### src/rtl/bus_pkg.sv
// Types and sizing shared by the coherence bus controller and its L2 block adapter.
package bus_pkg;

  localparam int unsigned BLOCK_SIZE = 2;
  localparam int unsigned WORD_WIDTH = 32;
  localparam int unsigned DATA_WIDTH = WORD_WIDTH * BLOCK_SIZE;
  localparam int unsigned OFF_W      = $clog2(4 * BLOCK_SIZE);

  typedef enum logic [1:0] {
    L2_FREE   = 2'd0,
    L2_BUSY   = 2'd1,
    L2_ACCESS = 2'd2,
    L2_ERROR  = 2'd3
  } l2_state_t;

  typedef logic [WORD_WIDTH-1:0] bus_word_t;

  // Word i of a block sits at bits [32*i +: 32].
  typedef bus_word_t [BLOCK_SIZE-1:0] transfer_width_t;

  function automatic logic block_aligned(input bus_word_t addr);
    return addr[OFF_W-1:0] == '0;
  endfunction

endpackage

### src/rtl/l2_block_adapter_beat_watchdog.sv
// Counts consecutive stalled cycles on one beat; expire_c fires on the last allowed one.
module beat_watchdog #(
  parameter int unsigned TIMEOUT_CYCLES = 1024
) (
  input  logic clk,
  input  logic nRST,
  input  logic clr,
  input  logic en,
  output logic expire_c
);

  localparam int unsigned CNT_W = (TIMEOUT_CYCLES > 1) ? $clog2(TIMEOUT_CYCLES) : 1;
  localparam logic [CNT_W-1:0] LAST = CNT_W'(TIMEOUT_CYCLES - 1);

  logic [CNT_W-1:0] count;

  assign expire_c = en && (count == LAST);

  always_ff @(posedge clk) begin
    if (!nRST || clr) begin
      count <= '0;
    end else if (en && !expire_c) begin
      count <= count + CNT_W'(1);
    end
  end

endmodule

### src/rtl/l2_block_adapter.sv
// Splits L2 block reads/writes into sequential word beats on a busy-wait memory port.
module l2_block_adapter
  import bus_pkg::*;
#(
  parameter int unsigned TIMEOUT_CYCLES = 1024
) (
  input  logic                  clk,
  input  logic                  nRST,
  input  logic                  l2REN,
  input  logic                  l2WEN,
  input  logic [31:0]           l2addr,
  input  logic [DATA_WIDTH-1:0] l2store,
  output logic [DATA_WIDTH-1:0] l2load,
  output l2_state_t             l2state,
  output logic [31:0]           mem_addr,
  output logic                  mem_ren,
  output logic                  mem_wen,
  output logic [31:0]           mem_wdata,
  output logic [3:0]            mem_byte_en,
  input  logic [31:0]           mem_rdata,
  input  logic                  mem_busy
);

  localparam int unsigned BEAT_W = (BLOCK_SIZE > 1) ? $clog2(BLOCK_SIZE) : 1;
  localparam logic [BEAT_W-1:0] LAST_BEAT = BEAT_W'(BLOCK_SIZE - 1);

  typedef enum logic [1:0] {S_IDLE, S_BEAT, S_DONE, S_ERR} fsm_t;

  fsm_t              state;
  logic [BEAT_W-1:0] beat;
  logic [31:0]       base;
  logic              is_write;
  transfer_width_t   store_q;
  transfer_width_t   load_q;

  logic              accept_c;
  logic              expire_c;
  logic              req_ok_c;
  logic [BEAT_W-1:0] beat_nxt_c;

  assign accept_c   = (mem_ren || mem_wen) && !mem_busy;
  assign req_ok_c   = (l2REN ^ l2WEN) && block_aligned(l2addr);
  assign beat_nxt_c = beat + BEAT_W'(1);
  assign l2load     = load_q;

  beat_watchdog #(.TIMEOUT_CYCLES(TIMEOUT_CYCLES)) u_watchdog (
    .clk      (clk),
    .nRST     (nRST),
    .clr      ((state != S_BEAT) || accept_c),
    .en       ((state == S_BEAT) && mem_busy),
    .expire_c (expire_c)
  );

  always_ff @(posedge clk) begin
    if (!nRST) begin
      state       <= S_IDLE;
      l2state     <= L2_FREE;
      beat        <= '0;
      base        <= '0;
      is_write    <= 1'b0;
      store_q     <= '0;
      load_q      <= '0;
      mem_addr    <= '0;
      mem_ren     <= 1'b0;
      mem_wen     <= 1'b0;
      mem_wdata   <= '0;
      mem_byte_en <= '0;
    end else begin
      case (state)
        S_IDLE: begin
          if (req_ok_c) begin
            state       <= S_BEAT;
            l2state     <= L2_BUSY;
            beat        <= '0;
            base        <= l2addr;
            is_write    <= l2WEN;
            mem_addr    <= l2addr;
            mem_ren     <= l2REN;
            mem_wen     <= l2WEN;
            mem_byte_en <= 4'hF;
            if (l2WEN) begin
              store_q   <= transfer_width_t'(l2store);
              mem_wdata <= l2store[WORD_WIDTH-1:0];
            end
          end else if (l2REN || l2WEN) begin
            // Conflicting or misaligned: report without touching memory.
            state   <= S_ERR;
            l2state <= L2_ERROR;
          end else begin
            l2state <= L2_FREE;
          end
        end

        S_BEAT: begin
          if (accept_c) begin
            if (!is_write) begin
              load_q[beat] <= mem_rdata;
            end
            if (beat == LAST_BEAT) begin
              state       <= S_DONE;
              l2state     <= L2_ACCESS;
              mem_ren     <= 1'b0;
              mem_wen     <= 1'b0;
              mem_byte_en <= '0;
            end else begin
              beat      <= beat_nxt_c;
              mem_addr  <= base + (32'(beat_nxt_c) << 2);
              mem_wdata <= store_q[beat_nxt_c];
            end
          end else if (expire_c) begin
            state       <= S_ERR;
            l2state     <= L2_ERROR;
            mem_ren     <= 1'b0;
            mem_wen     <= 1'b0;
            mem_byte_en <= '0;
          end
        end

        S_DONE, S_ERR: begin
          state   <= S_IDLE;
          l2state <= L2_FREE;
        end

        default: begin
          state   <= S_IDLE;
          l2state <= L2_FREE;
        end
      endcase
    end
  end

endmodule

### config.mk
export PLATFORM = sky130hd
export DESIGN_NAME = l2_block_adapter
export DESIGN_NICKNAME = d
export VERILOG_FILES = /design/src/rtl/bus_pkg.sv /design/src/rtl/l2_block_adapter_beat_watchdog.sv /design/src/rtl/l2_block_adapter.sv
export SDC_FILE = /design/constraint.sdc
export NUM_CORES = 1
export LEC_CHECK = 0
export CAP_MARGIN = 15
export CORE_AREA = 2 2 188 190
export CTS_CLUSTER_DIAMETER = 30
export DETAILED_ROUTE_END_ITERATION = 10
export DIE_AREA = 0 0 190 192
export GPL_TIMING_DRIVEN = 0
export SYNTH_ARGS = -nofsm -noshare
export SYNTH_HDL_FRONTEND = slang
export SYNTH_HIERARCHICAL = 1
export SYNTH_SLANG_ARGS = --single-unit
### constraint.sdc
create_clock -name clk -period 2.8 [get_ports clk]
set_input_delay 0.42 -clock clk [delete_from_list [all_inputs] [get_ports clk]]
set_output_delay 0.42 -clock clk [all_outputs]
set_load 0.005 [all_outputs]
Word-level counts from Yosys, hierarchy flattened

Index checks and enable logic that the tools add are counted.

Flip-flop bits (word level): 246
Output and inout bits: 136
Logic and storage cells: 100

Add/subtract/negate cells: 3
Magnitude comparators: 3
Equal/unequal tests: 12
Muxes and demuxes: 39
Bitwise operators: 2
Reductions and logical operators: 26

Operator list:

| kind                                               | count |
|---|---|
| two-way mux 32 bit                                 | 10 |
| case mux 32 bit (2 select lines)                   | 2 |
| bitwise mux 64 bit                                 | 1 |
| adder 32 x 3 -> 32 bit                             | 1 |
| demux 32 bit (select 1 bit)                        | 1 |
| two-way mux 4 bit                                  | 4 |
| two-way mux 2 bit                                  | 7 |
| case mux 2 bit (3 select lines)                    | 2 |
| AND reduction 3 bit                                | 4 |
| adder 10 x 1 -> 10 bit, second input constant      | 1 |
| == test 10 bit, second input constant              | 1 |
| two-way mux 1 bit                                  | 8 |
| inequality test 2 bit, second input constant       | 4 |
| case mux 4 bit (2 select lines)                    | 1 |
| AND reduction 4 bit                                | 2 |
| logical AND 1 bit                                  | 6 |
| inequality test 3 bit, second input constant       | 2 |
| case mux 1 bit (2 select lines)                    | 3 |
| AND reduction 5 bit                                | 1 |
| == test 2 bit, second input constant               | 2 |
| logical OR 1 bit                                   | 4 |
| < comparator 1 x 2 -> 1 bit, second input constant | 2 |
| AND reduction 2 bit                                | 2 |
| zero test 1 bit                                    | 3 |
| other kinds (11)                                   | 11 |

Longest topological paths before layout

Gate-level depths: netlist of run 1.

Word-level depth: 6
Depth in mapped cells: 11

Modules after synthesis

Netlist of run 1, hierarchy kept.

By module, submodules not included:

| module           | instances | cells each | area each (µm²) | sequential area each (µm²) |
|---|---|---|---|---|
| l2_block_adapter | 1         | 1223       | 9693.0          | 4664.5 |
| beat_watchdog    | 1         | 60         | 535.5           | 200.2 |

Least setup slack after synthesis of run 1

Ideal clock, no wire load.

Kind: flip-flop to flip-flop
Start: reg state[0]
End: reg mem_byte_en[2]
Setup time: 133 ps
Arrival: 2172 ps
Required time: 2667 ps
Slack: 496 ps
Stages on the path, launching flop included: 12
Path buffers: 3
Clock period less this slack: 2304 ps
Path through: dfxtp_1 nor2b_1 buf_2 clkbuf_1 clkbuf_1 and2_1 nand2_1 nor3_1 mux2i_1 a211oi_1 nand2b_1 a21oi_1

Cells in the longest elaborated chain, start to end: 5
Elaborated cells on any way between the ends: 10
Those cells by class: 4 x eq/ne; 1 x mux; 5 x reduce/logical

RTL lines:

| item                                     | line                                 | source |
|---|---|---|
| from (decl)                              | l2_block_adapter.sv:29               | `fsm_t state;` |
| from (signal assigned)                   | l2_block_adapter.sv:56               | `state <= S_IDLE;` |
| from (signal assigned)                   | l2_block_adapter.sv:72               | `state <= S_BEAT;` |
| from (signal assigned)                   | l2_block_adapter.sv:87               | `state <= S_ERR;` |
| == test 2 x 1 -> 1 bit                   | l2_block_adapter.sv:50               | `.en ((state == S_BEAT) && mem_busy),` |
| logical AND 1 bit                        | l2_block_adapter.sv:50               |  |
| logical AND 1 bit                        | l2_block_adapter_beat_watchdog.sv:17 | `assign expire_c = en && (count == LAST);` |
| net expire_c                             | l2_block_adapter.sv:37               | `logic expire_c;` |
| inequality test 3 x 2 -> 1 bit (no line) | n/a                                  |  |
| AND reduction 4 bit (no line)            | n/a                                  |  |
| to (signal assigned)                     | l2_block_adapter.sv:67               | `mem_byte_en <= '0;` |
| to (signal assigned)                     | l2_block_adapter.sv:80               | `mem_byte_en <= 4'hF;` |
| to (signal assigned)                     | l2_block_adapter.sv:104              | `mem_byte_en <= '0;` |
| to (decl)                                | l2_block_adapter.sv:19               | `output logic [3:0] mem_byte_en,` |

The timed path passes the listed nets, and every way through them passes these cells.
A chain may end at the register's enable or synchronous reset.

Worst setup path after layout of run 1

Start: reg beat
End: reg mem_addr[26]

Cells in the longest elaborated chain, start to end: 5
Elaborated cells on any way between the ends: 7
Those cells by class: 2 x add/sub; 1 x eq/ne; 3 x mux; 1 x reduce/logical

RTL lines:

| item                             | line                    | source |
|---|---|---|
| from (decl)                      | l2_block_adapter.sv:30  | `logic [BEAT_W-1:0] beat;` |
| from (signal assigned)           | l2_block_adapter.sv:106 | `beat <= beat_nxt_c;` |
| adder 1 bit                      | l2_block_adapter.sv:43  | `assign beat_nxt_c = beat + BEAT_W'(1);` |
| adder 32 x 3 -> 32 bit           | l2_block_adapter.sv:107 | `mem_addr <= base + (32'(beat_nxt_c) << 2);` |
| two-way mux 32 bit               | l2_block_adapter.sv:99  | `if (beat == LAST_BEAT) begin` |
| two-way mux 32 bit               | l2_block_adapter.sv:95  | `if (accept_c) begin` |
| case mux 32 bit (2 select lines) | l2_block_adapter.sv:69  | `case (state)` |
| to (signal assigned)             | l2_block_adapter.sv:77  | `mem_addr <= l2addr;` |
| to (signal assigned)             | l2_block_adapter.sv:107 |  |
| to (decl)                        | l2_block_adapter.sv:15  | `output logic [31:0] mem_addr,` |

Several ways; a longest one is shown, not always the timed one. The select of a mux whose other input is x is not followed.

==> flow_metrics.tcl, run 1 <==
set metrics [dict create \
    yosysUniqueCellTypes 63 \
    cts_sinks 243 \
    synthSimpleGateAreaFrac 0.233 \
    ios 269 \
    synthToLayoutAreaGrowth_pct 51.2 \
    syn_nets 1421 \
    antenna_found_initial 2 \
    synth.cell_area_sq_um 10200 \
    ys_warn_count 6 \
    async_reset_ff_frac 0 \
    yosys.area.top_type "dfxtp_1" \
    grt_usage 0.192 \
    dieArea_sq_um 36500 \
    critPathKind "reg2reg" \
    vias 10246 \
    dpl.hpwl_mm 26.7 \
    hp-class "in2reg" \
    port_buffers 268 \
    grt_max_degree 20 \
    grt_pass1_vias 10021 \
    htreeDepth 2 \
    die_x_um 190 \
    synth_seq_area_share 0.476 \
    worst_pin_slew_ns 0.812 \
    setup-violations-final 0 \
    yosys-top-cells-area "dfxtp_1 (48%), nand2_1 (15%), a21oi_1 (10%)" \
    cts_root_buf "clkbuf_16" \
    setup_slack_ns 0.133 \
    drv_slew 0 \
    grt_overflow 0 \
    first_pass_iters 5 \
    final_antenna_net_count 0 \
    dpl_worst_slack_ns -0.522 \
    synth_edf_count 0 \
    vdd_drop_max_mv 0.407 \
    drive_above_1_share 0.106 \
    wl_per_cell_um 17.2 \
    final_util 0.451 \
    maxSlewHeadroom 0.458 \
    endpoint_kind "flip-flop" \
    cts_buffer_depth 3 \
    die_h_um 192 \
    synth_fa_ha_area_frac 0.00612 \
    drcViolationCount 0 \
    synth.area.mux_share 0.0373 \
    synth.most_common_cell "nand2_1" \
    post-route-period-util 0.953 \
    synth.top_cell.area_share 0.476 \
    synth_top_family_by_area "simple AND/OR/NAND/NOR gates" \
    synth_flop_cell "dfxtp_1" \
    rsz0062_at_grt "no" \
    pwr-share-clk 0.607 \
    grt_pass1_wl_mm 55.3 \
    critPathMaxFanout 10 \
    status "finished, final reports clean" \
    combPwrFrac 0.064 \
    final-hold-violation-count 0 \
    drt_wl_total_mm 36.4 \
    synth-compound-area-share 0.177 \
    synth_xor_xnor_area_share 0.0240 \
    skew_ns 0.0165 \
    p_int_uw 8190 \
    gp_congestion 0.857 \
    finalPower_uw 10800 \
    cts_tree "done" \
    syn_avg_cell_area_sq_um 7.97 \
    arrival_ns 3.09 \
    power_frac_seq 0.329 \
    numCtsBuffers 56 \
    ys_ff_latch 243 \
    p_per_area_nw_per_um2 699 \
    clk_latency_ns 0.57 \
    p_leak_uw 0.00514 \
    period_minus_slack_ns 2.67 \
    first_iter_violations 612 \
    worstPathRequired_ns 3.22 \
    switching_share 0.242 \
    start_util 0.298 \
    via_per_inst 4.84 \
    worstSetupStartpointType "flip-flop" \
    maxCapViolCount 0 \
    syn_inst 1283 \
    fp-row-count 68 \
    final_net_count 1749 \
    fmax_mhz 375 \
    core_sq_um 34300 \
    path_clk_slew_ns 0.05 \
    synth.cells.most_frequent "nand2_1 (411), dfxtp_1 (243), a21oi_1 (210), clkbuf_1 (57), mux2i_1 (37)" \
    power.net_switching_uw 2610 \
]
state kept, by name (all words and copies together), names as in the netlist, 2 cells and up:
signal / count
l2state: 2
base: 32
mem_addr: 32
mem_wdata: 32
store_q: 64
l2load: 64
state: 2
u_watchdog/count: 10
cells in the final DEF (no fill, tap or decap), types with 13 or more instances in the layout:
cell / Yosys / layout
nand2_1: 411 / 411
clkdlybuf4s50_1: 0 / 268
dfxtp_1: 243 / 243
a21oi_1: 210 / 209
clkbuf_1: 57 / 57
clkbuf_16: 0 / 56
mux2i_1: 37 / 37
o211ai_1: 36 / 36
nor2_1: 35 / 34
buf_2: 30 / 30
nand3_1: 21 / 21
xnor2_1: 19 / 19
clkinv_2: 0 / 14
o21ai_0: 13 / 13
power by group through the flow:
stage	combinational [uW]	clock [uW]	sequential (uW)
5_1_grt	748	6850	3560
4_1_cts	692	6660	3550
6_report	692	6560	3550
2_1_floorplan	272	0	3610
3_5_place_dp	689	0	3620
3_3_place_gp	686	0	3620
per-layer routing:
metal	up-vias	share of wire	global-route usage
met3	64	0.066	0.0448
li1	5069	-	-
met2	341	0.47	0.320
met5	-	0	0
met1	4772	0.43	0.244
met4	0	0.026	0.0671
area by class of cell:
cell class | instances | area, sq um
Multi-Input combinational cell | 930 | 4910
Clock buffer | 62 | 1460
Timing Repair Buffer | 271 | 2710
Fill cell | 3323 | 18800
Buffer | 96 | 432
Antenna cell | 2 | 5.00
Clock inverter | 44 | 468
Inverter | 13 | 48.8
Tap cell | 455 | 569
Sequential cell | 243 | 4860
critical path, cell delays in order (launching register included):
cell     delay [ns]
dfxtp_1        0.29
buf_2          0.23
inv_1          0.29
ha_1           0.26
ha_1           0.21
nand3_2        0.20
or4_4          0.61
nor3_2         0.21
xnor2_1        0.14
o22ai_1        0.09
cell families (layout without fill, tap and decap cells):
group | after synthesis | after routing
flops | 243 | 243
compound gates | 312 | 312
mux | 38 | 38
buf+inv | 110 | 486
xor+xnor | 28 | 28
other cells | 0 | 2
fa+ha+maj | 5 | 5
simple gates | 547 | 547
worst paths after layout:
path / start / end / slack (ns) / depth (start not counted)
max: beat / mem_addr[26] / 0.13 / 9
min: l2store[37] / store_q[37] / 0.40 / 3
max reg2reg: beat / mem_addr[26] / 0.13 / 9
min reg2reg: store_q[35] / store_q[35] / 0.45 / 2
what timing repair did:
item | CTS | global route
hold buffers | 0 | 0
pin swaps | 0 | 1
setup endpoints to repair | 8 | 36
resized for setup | 1 | 7
setup buffers | 0 | 3
per-stage QoR:
stage                     area (sq um)  setup TNS, ns  std cells  hold WS, ns
after floorplan                  10200              0       1283        0.436
after global placement           13500         -30.88       2006        0.441
after detailed placement         13500         -34.80       2006        0.446
after CTS                        15400              0       2111        0.380
after global routing             15500              0       2115        0.404
final                            15500              0       2116        0.402
Power figures use the tool's default switching activity.
==> run 2, diff against run 1 <==
- CTS_CLUSTER_SIZE: not set -> 40
==> results of run 2 <==
The final DEF is identical to that of run 1; final timing and power are the same.
